[src/rtl/nco_slot_sched.sv]
// Slot scheduler for the time-multiplexed NCO bank: steps (voice, osc) slots one per clock
// and turns note-on requests into accumulator-zero strobes on the owning voice's next frame.
module nco_slot_sched #(
    parameter int VOICES  = 32,
    parameter int V_OSC   = 8,
    parameter int V_WIDTH = 5,
    parameter int O_WIDTH = 3
) (
    input  logic               sCLK_XVXENVS,
    input  logic               reset_reg_N,
    input  logic               run,
    input  logic [V_OSC-1:0]   sync_mask,
    input  logic               req_valid,
    input  logic [V_WIDTH-1:0] req_vx,
    output logic               req_ready,
    output logic [V_WIDTH-1:0] vx,
    output logic [O_WIDTH-1:0] ox,
    output logic               slot_valid,
    output logic               frame_start,
    output logic               osc_accum_zero,
    output logic               pend_any
);
    localparam int                 SW      = V_WIDTH + O_WIDTH;
    localparam logic [O_WIDTH-1:0] OX_LAST = O_WIDTH'(V_OSC - 1);

    logic [SW-1:0]      slot_p0;
    logic [V_WIDTH-1:0] vx_p0;
    logic [O_WIDTH-1:0] ox_p0;
    logic [VOICES-1:0]  pending;
    logic [VOICES-1:0]  armed;
    logic [VOICES-1:0]  pending_nxt;
    logic [VOICES-1:0]  armed_nxt;
    logic [V_OSC-1:0]   mask_reg [VOICES];
    logic               zero_p0;
    logic               accept;

    assign {vx_p0, ox_p0} = slot_p0;
    assign accept         = req_valid & req_ready;

    // Stage p0: slot about to be emitted. Entering (v,0) moves pending into armed and
    // uses the live sync_mask for bit 0, since mask_reg is loaded on this same edge.
    always_comb begin
        pending_nxt = pending;
        armed_nxt   = armed;
        zero_p0     = 1'b0;
        if (run) begin
            if (ox_p0 == '0) begin
                armed_nxt[vx_p0]   = pending[vx_p0];
                pending_nxt[vx_p0] = 1'b0;
                zero_p0            = pending[vx_p0] & sync_mask[ox_p0];
            end else begin
                zero_p0 = armed[vx_p0] & mask_reg[vx_p0][ox_p0];
                if (ox_p0 == OX_LAST) begin
                    armed_nxt[vx_p0] = 1'b0;
                end
            end
        end
        // Accept wins over the arming clear so a request landing on (v,0) waits a frame.
        if (accept) begin
            pending_nxt[req_vx] = 1'b1;
        end
    end

    // Stage p1: emitted slot, its zero strobe and status, all coincident.
    always_ff @(posedge sCLK_XVXENVS or negedge reset_reg_N) begin
        if (!reset_reg_N) begin
            slot_p0        <= '0;
            vx             <= '0;
            ox             <= '0;
            slot_valid     <= 1'b0;
            req_ready      <= 1'b0;
            osc_accum_zero <= 1'b0;
            pend_any       <= 1'b0;
            pending        <= '0;
            armed          <= '0;
            for (int v = 0; v < VOICES; v++) begin
                mask_reg[v] <= '0;
            end
        end else begin
            slot_valid     <= run;
            req_ready      <= run;
            osc_accum_zero <= zero_p0;
            pending        <= pending_nxt;
            armed          <= armed_nxt;
            pend_any       <= |(pending | armed);
            if (run) begin
                vx      <= vx_p0;
                ox      <= ox_p0;
                slot_p0 <= slot_p0 + SW'(1);
                if (ox_p0 == '0) begin
                    mask_reg[vx_p0] <= sync_mask;
                end
            end
        end
    end

    assign frame_start = slot_valid & (vx == '0) & (ox == '0);

endmodule

[config.mk]
export PLATFORM = sky130hd
export DESIGN_NAME = nco_slot_sched
export DESIGN_NICKNAME = d
export VERILOG_FILES = /design/src/rtl/nco_slot_sched.sv
export SDC_FILE = /design/constraint.sdc
export NUM_CORES = 1
export LEC_CHECK = 0
export CAP_MARGIN = 30
export CORE_UTILIZATION = 53
export CTS_BUF_LIST = sky130_fd_sc_hd__clkbuf_16
export DETAILED_ROUTE_END_ITERATION = 16
export PLACE_DENSITY = 0.69
export SLEW_MARGIN = 40
export SYNTH_ARGS = -nofsm -noshare
export SYNTH_HDL_FRONTEND = slang
export SYNTH_SLANG_ARGS = --single-unit
export TNS_END_PERCENT = 20
[constraint.sdc]
create_clock -name sCLK_XVXENVS -period 3.5 [get_ports sCLK_XVXENVS]
set_input_delay 0.7 -clock sCLK_XVXENVS [delete_from_list [all_inputs] [get_ports sCLK_XVXENVS]]
set_output_delay 0.7 -clock sCLK_XVXENVS [all_outputs]
set_load 0.005 [all_outputs]
Yosys cells after proc, flatten, opt, wreduce, memory -nomap -nowiden
Cells that the tools add are included.

Register bits: 339. Input port bits: 17. Output and inout port bits: 13. Word-level logic and storage cells: 96.

Add/sub/neg operators: 1. Magnitude comparators: 7. Equality and inequality tests: 1. Muxes and demuxes: 26. Bitwise logic cells: 11. Reduce and logical (&&, ||, !) cells: 10.

Operators by type and width (number): 256-bit bitwise mux (1); 32-bit 2-to-1 mux (5); 32-bit AND (2); 32-bit bitwise OR (2); 8-bit binary-select mux with 5-bit select (1); 8-bit demux with 5-bit select (1); 32-bit bitwise mux (1); 32-bit inverter (1); 32-bit OR reduction (1); 8-bit 2-to-1 mux (3); 5-bit by 6-bit less-than comparator with 1-bit output, second input constant (2); 1-bit binary-select mux with 5-bit select (2); 1-bit demux with 5-bit select (2); 5-bit by 1-bit >= comparator with 1-bit output, second input constant (2); 8-bit by 1-bit adder with 8-bit output, second input constant (1); 1-bit 2-to-1 mux (8); 1-bit binary-select mux with 3-bit select (2); 6-bit >= comparator, second input constant (1); 3-bit zero test (2); 6-bit by 1-bit less-than comparator with 1-bit output, second input constant (1); 5-bit inverter with 6-bit output (1); 1-bit AND (5); 5-bit zero test (1); 3-bit by 4-bit less-than comparator with 1-bit output, second input constant (1); 4 further kinds (7).

Depth between registers and ports, before layout
Depth in word-level cells: 10. Depth in mapped cells: 11. Mapped depth without buffers: 8.

Least setup slack after synthesis
No wires, ideal clock.

Path type: reg-to-reg. Start: register slot_p0[0]. End: register mask_reg[87] (netlist name). Library setup time: 0.125 ns. Data arrival time: 2.154 ns. Data required time: 3.375 ns. Path slack: 1.222 ns. Stages on the path, launching flop included: 10. Buffers on the path: 2. Clock period less this slack: 2.278 ns. Cell sequence: dfrtp_1 -> buf_4 -> inv_1 -> ha_1 -> nor2b_1 -> and2_0 -> nand3b_1 -> buf_2 -> nor2_2 -> mux2_2.

Word-level cells in the longest chain between the ends: 2.

Ends and longest elaborated chain: start: declaration (RTL line 26) `logic [SW-1:0] slot_p0;`; start signal: assignment (RTL line 89) `slot_p0 <= slot_p0 + SW'(1);`; 3-bit zero test (RTL line 90) `if (ox_p0 == '0) begin`; 2-bit AND reduction (no source line); end signal: indexed assignment (RTL line 91) `mask_reg[vx_p0] <= sync_mask;`; end: declaration (RTL line 33) `logic [V_OSC-1:0] mask_reg [VOICES];`.

Every way passes these cells. A chain may end at the register's enable or synchronous reset.

Final worst setup path
Start: register slot_p0[3]. End: register osc_accum_zero.

Word-level cells in the longest chain between the ends: 9. Elaborated cells on any way between the ends: 14. Classes of those cells: 11 x mux; 3 x bitwise.

Ends and longest elaborated chain: 5-bit inverter with 6-bit output (not written as such) (RTL line 52) `zero_p0 = armed[vx_p0] & mask_reg[vx_p0][ox_p0];`; 8-bit binary-select mux with 5-bit select (RTL line 52); 8-bit 2-to-1 mux (not written as such) (2 in a row) (RTL line 52); 1-bit binary-select mux with 3-bit select (RTL line 52); 1-bit 2-to-1 mux (not written as such) (RTL line 52); 1-bit AND (RTL line 52); 1-bit 2-to-1 mux (*) (RTL line 47) `if (ox_p0 == '0) begin`; 1-bit 2-to-1 mux (*) (RTL line 46) `if (run) begin`; via zero_p0 (RTL line 34) `logic zero_p0;`; end signal: assignment (RTL line 82) `osc_accum_zero <= zero_p0;`; end: declaration (RTL line 20) `output logic osc_accum_zero,`.

The timed path passes the listed nets; every way through them passes the cells marked *. The select of a mux whose other input is x is not followed.

==> key figures <==
Status
  • Status: finished, final reports clean

Setup path
  • WP data arrival: 3.52 ns
  • CP required: 3.86 ns
  • Crit Path Max Fanout: 37
  • CP endpoint kind: flop
  • Kind of critical path: flop to flop
  • Crit path launch type: flop

STA
  • Slew @ Worst Pin: 0.9012 ns
  • F_max: 317.0 MHz
  • Hold Violations, Final: 0
  • RSZ-0062 raised after global routing: false
  • Slew headroom: 39.92%
  • Final worst slack: 0.3459 ns
  • Fin Setup TNS: 0 ns
  • Final period demand of the worst path: 3.154 ns
  • Clk_skew: 0.01081 ns
  • Fin crit share: 90.12%
  • Fin. max-slew vios: 0
  • Final setup viols: 0

Routing
  • Vias post-DR: 10190
  • WL/cell: 25.81 um
  • # DRC: 0
  • DRT iter0 DRCs: 878
  • Post-DRT Antenna Nets: 0
  • Total routed wirelength: 41760 um
  • First drt pass iteration count: 5
  • Vias per cell: 6.297

Synthesis
  • Post-synth EDFFs: 0
  • Post-synth top area cell: dfrtp_1
  • Post-synth top area share: 52.79%
  • Synth top cells by count: 339 x dfrtp_1, 301 x mux2_2, 76 x nand2_1, 51 x mux2i_1, 42 x mux4_2
  • Cell variety after synth: 59
  • Number of synthesis warnings: 0
  • Syn Inst Count: 1159
  • Synth async-reset ratio: 100.0%
  • Synth Net Count: 1178
  • Cell area after synthesis: 16070 um^2
  • Most frequent cell after synthesis: dfrtp_1
  • Seq cells post-synth: 339
  • Avg Cell Area, Syn: 13.87 um^2
  • Post-synthesis sequential area ratio: 52.79%
  • Main synth FF type: dfrtp_1
  • Synth area leaders: dfrtp_1 53%, mux2_2 21%, mux4_2 5.9%

Finish
  • Layout cells sized above 1: 39.17%
  • Area Overhead vs Synth: 12.58%
  • # nets final: 1224
  • Max reg flops: 256
  • # diodes: 0
  • Fill cells: 2319

Place
  • Placer Congestion: 0.9883
  • Port bufs: 29
  • HPWL after detailed placement: 28160 um
  • Dpl ws: 0.4024 ns

Clocking
  • CTS clk-pin slew, worst paths: 0.06 ns
  • Cts hold-fix bufs: 0
  • Worst skew pair latency: 0.52 ns
  • Post-CTS setup buffer count: 0
  • Max H-tree Level: 2
  • CTS Buf Count: 37
  • Post-cts gate resize count: 0
  • Clock root buffer: clkbuf_16
  • TritonCTS clock tree: done
  • Max clock buf depth: 3
  • Clock sinks: 339

Die
  • Die Height: 176.1 um
  • Die W: 176.1 um
  • Ports: 30
  • Initial Utilization: 54.08%
  • Num rows: 63
  • DIE AREA: 31020 um^2
  • Core Area: 29720 um^2

Hold path
  • Worst hold path class: primary input to async pin

GRT
  • Initial antenna violation count: 1
  • GRT Overall Usage: 28.17%
  • Vias in the first global route: 10360
  • Gr ovfl total: 0
  • First-pass GRT wire length: 64770 um
  • Largest net degree at the start of global routing: 99

Power
  • Total power: 11480 uW
  • Leak Pwr: 0.008444 uW
  • VDD IR max: 0.3116 mV
  • Pwr Density: 634.5 nW/um^2

Job
  • Max-Cap Viols: 0
[critical path, stage by stage (launching register included)]
cell     delay, ns
dfrtp_4       0.82
buf_4         0.31
buf_4         0.25
mux4_1        0.62
a22oi_1       0.20
o21ai_0       0.14
o31a_1        0.25
a32oi_1       0.21
o32ai_1       0.16
[cells in the final DEF, fill, tap and decap left out, drive strengths merged, types with 3 or more instances in the layout]
master	netlist	final
o21ai	21	21
xor2	3	3
nand4	10	10
nor4	20	20
a22oi	12	12
nand2b	7	7
nand3b	7	7
nor2b	6	6
inv	29	36
nand3	10	10
nor3	7	7
clkinv	0	12
nand2	76	76
o22ai	27	27
buf	39	52
dfrtp	339	339
and3b	3	3
mux2i	51	51
a21oi	3	3
a22o	8	8
clkdlybuf4s50	0	28
clkbuf	34	37
mux2	301	301
bufinv	0	5
xnor2	4	4
o2111ai	3	3
or4	4	4
nor2	36	36
o211ai	3	3
o32ai	5	5
mux4	55	55
nor3b	9	9
a211oi	4	4
[metrics by stage]
stage               hold WS [ns]  utilization [%]  instances  instance area, um^2
floorplan                 0.4044                -       1159                16070
global placement          0.4783            56.85       1555                16900
detailed placement        0.4877            56.86       1555                16900
CTS                       0.2710            60.77       1617                18060
global route             0.06256            60.88       1618                18090
finish                   0.06043            60.88       1618                18090
[routing by layer]
layer  track usage, %  vias up  wire length, um
met5                0        -               11
met2            42.85      368            19230
met4            10.58        2             1487
li1                 -     4398                -
met3            5.879      103             2882
met1            39.89     5317            18150
[worst paths after layout]
| path | depth (start not counted) | slack, ns | startpoint | end |
|---|---|---|---|---|
| max reg2reg | 8 | 0.35 | slot_p0[3] | osc_accum_zero |
| min reg2reg | 1 | 0.50 | mask_reg[85] | mask_reg[85] |
| max | 8 | 0.35 | slot_p0[3] | osc_accum_zero |
| max in group asynchronous | 3 | 2.48 | reset_reg_N | mask_reg[43] |
| min | 1 | 0.06 | reset_reg_N | mask_reg[182] |
| min in group sCLK_XVXENVS | 1 | 0.50 | mask_reg[85] | mask_reg[85] |
[cell families after synthesis]
logic type | Yosys count | share of synthesized area [%]
multiplexers | 407 | 32.28
adder cells (fa/ha/maj) | 2 | 0.1557
AND/OR/NAND/NOR | 206 | 6.984
XOR/XNOR | 7 | 0.3815
AO/OA/AOI/OAI | 96 | 4.189
flip-flops | 339 | 52.79
buffers and inverters | 102 | 3.223
[area by class of cell]
class | count | area [um^2] | area share, %
clock inverters | 25 | 235.2 | 1.300
well taps | 390 | 488.0 | 2.697
multi-input cells | 718 | 7081 | 39.14
clock buffers | 37 | 925.9 | 5.118
inverters | 29 | 108.9 | 0.6017
flip-flops and latches | 339 | 8493 | 46.94
repair buffers | 80 | 760.7 | 4.205
[report_power, final]
| part | switching (uW) | leakage [uW] | total [uW] | internal [uW] |
|---|---|---|---|---|
| Clock | 1520 | 0.000595 | 3790 | 2280 |
| Combinational | 1430 | 0.00331 | 2810 | 1380 |
| Sequential | 540 | 0.00454 | 4870 | 4330 |
Note: power is estimated with default switching activity, not from simulation.
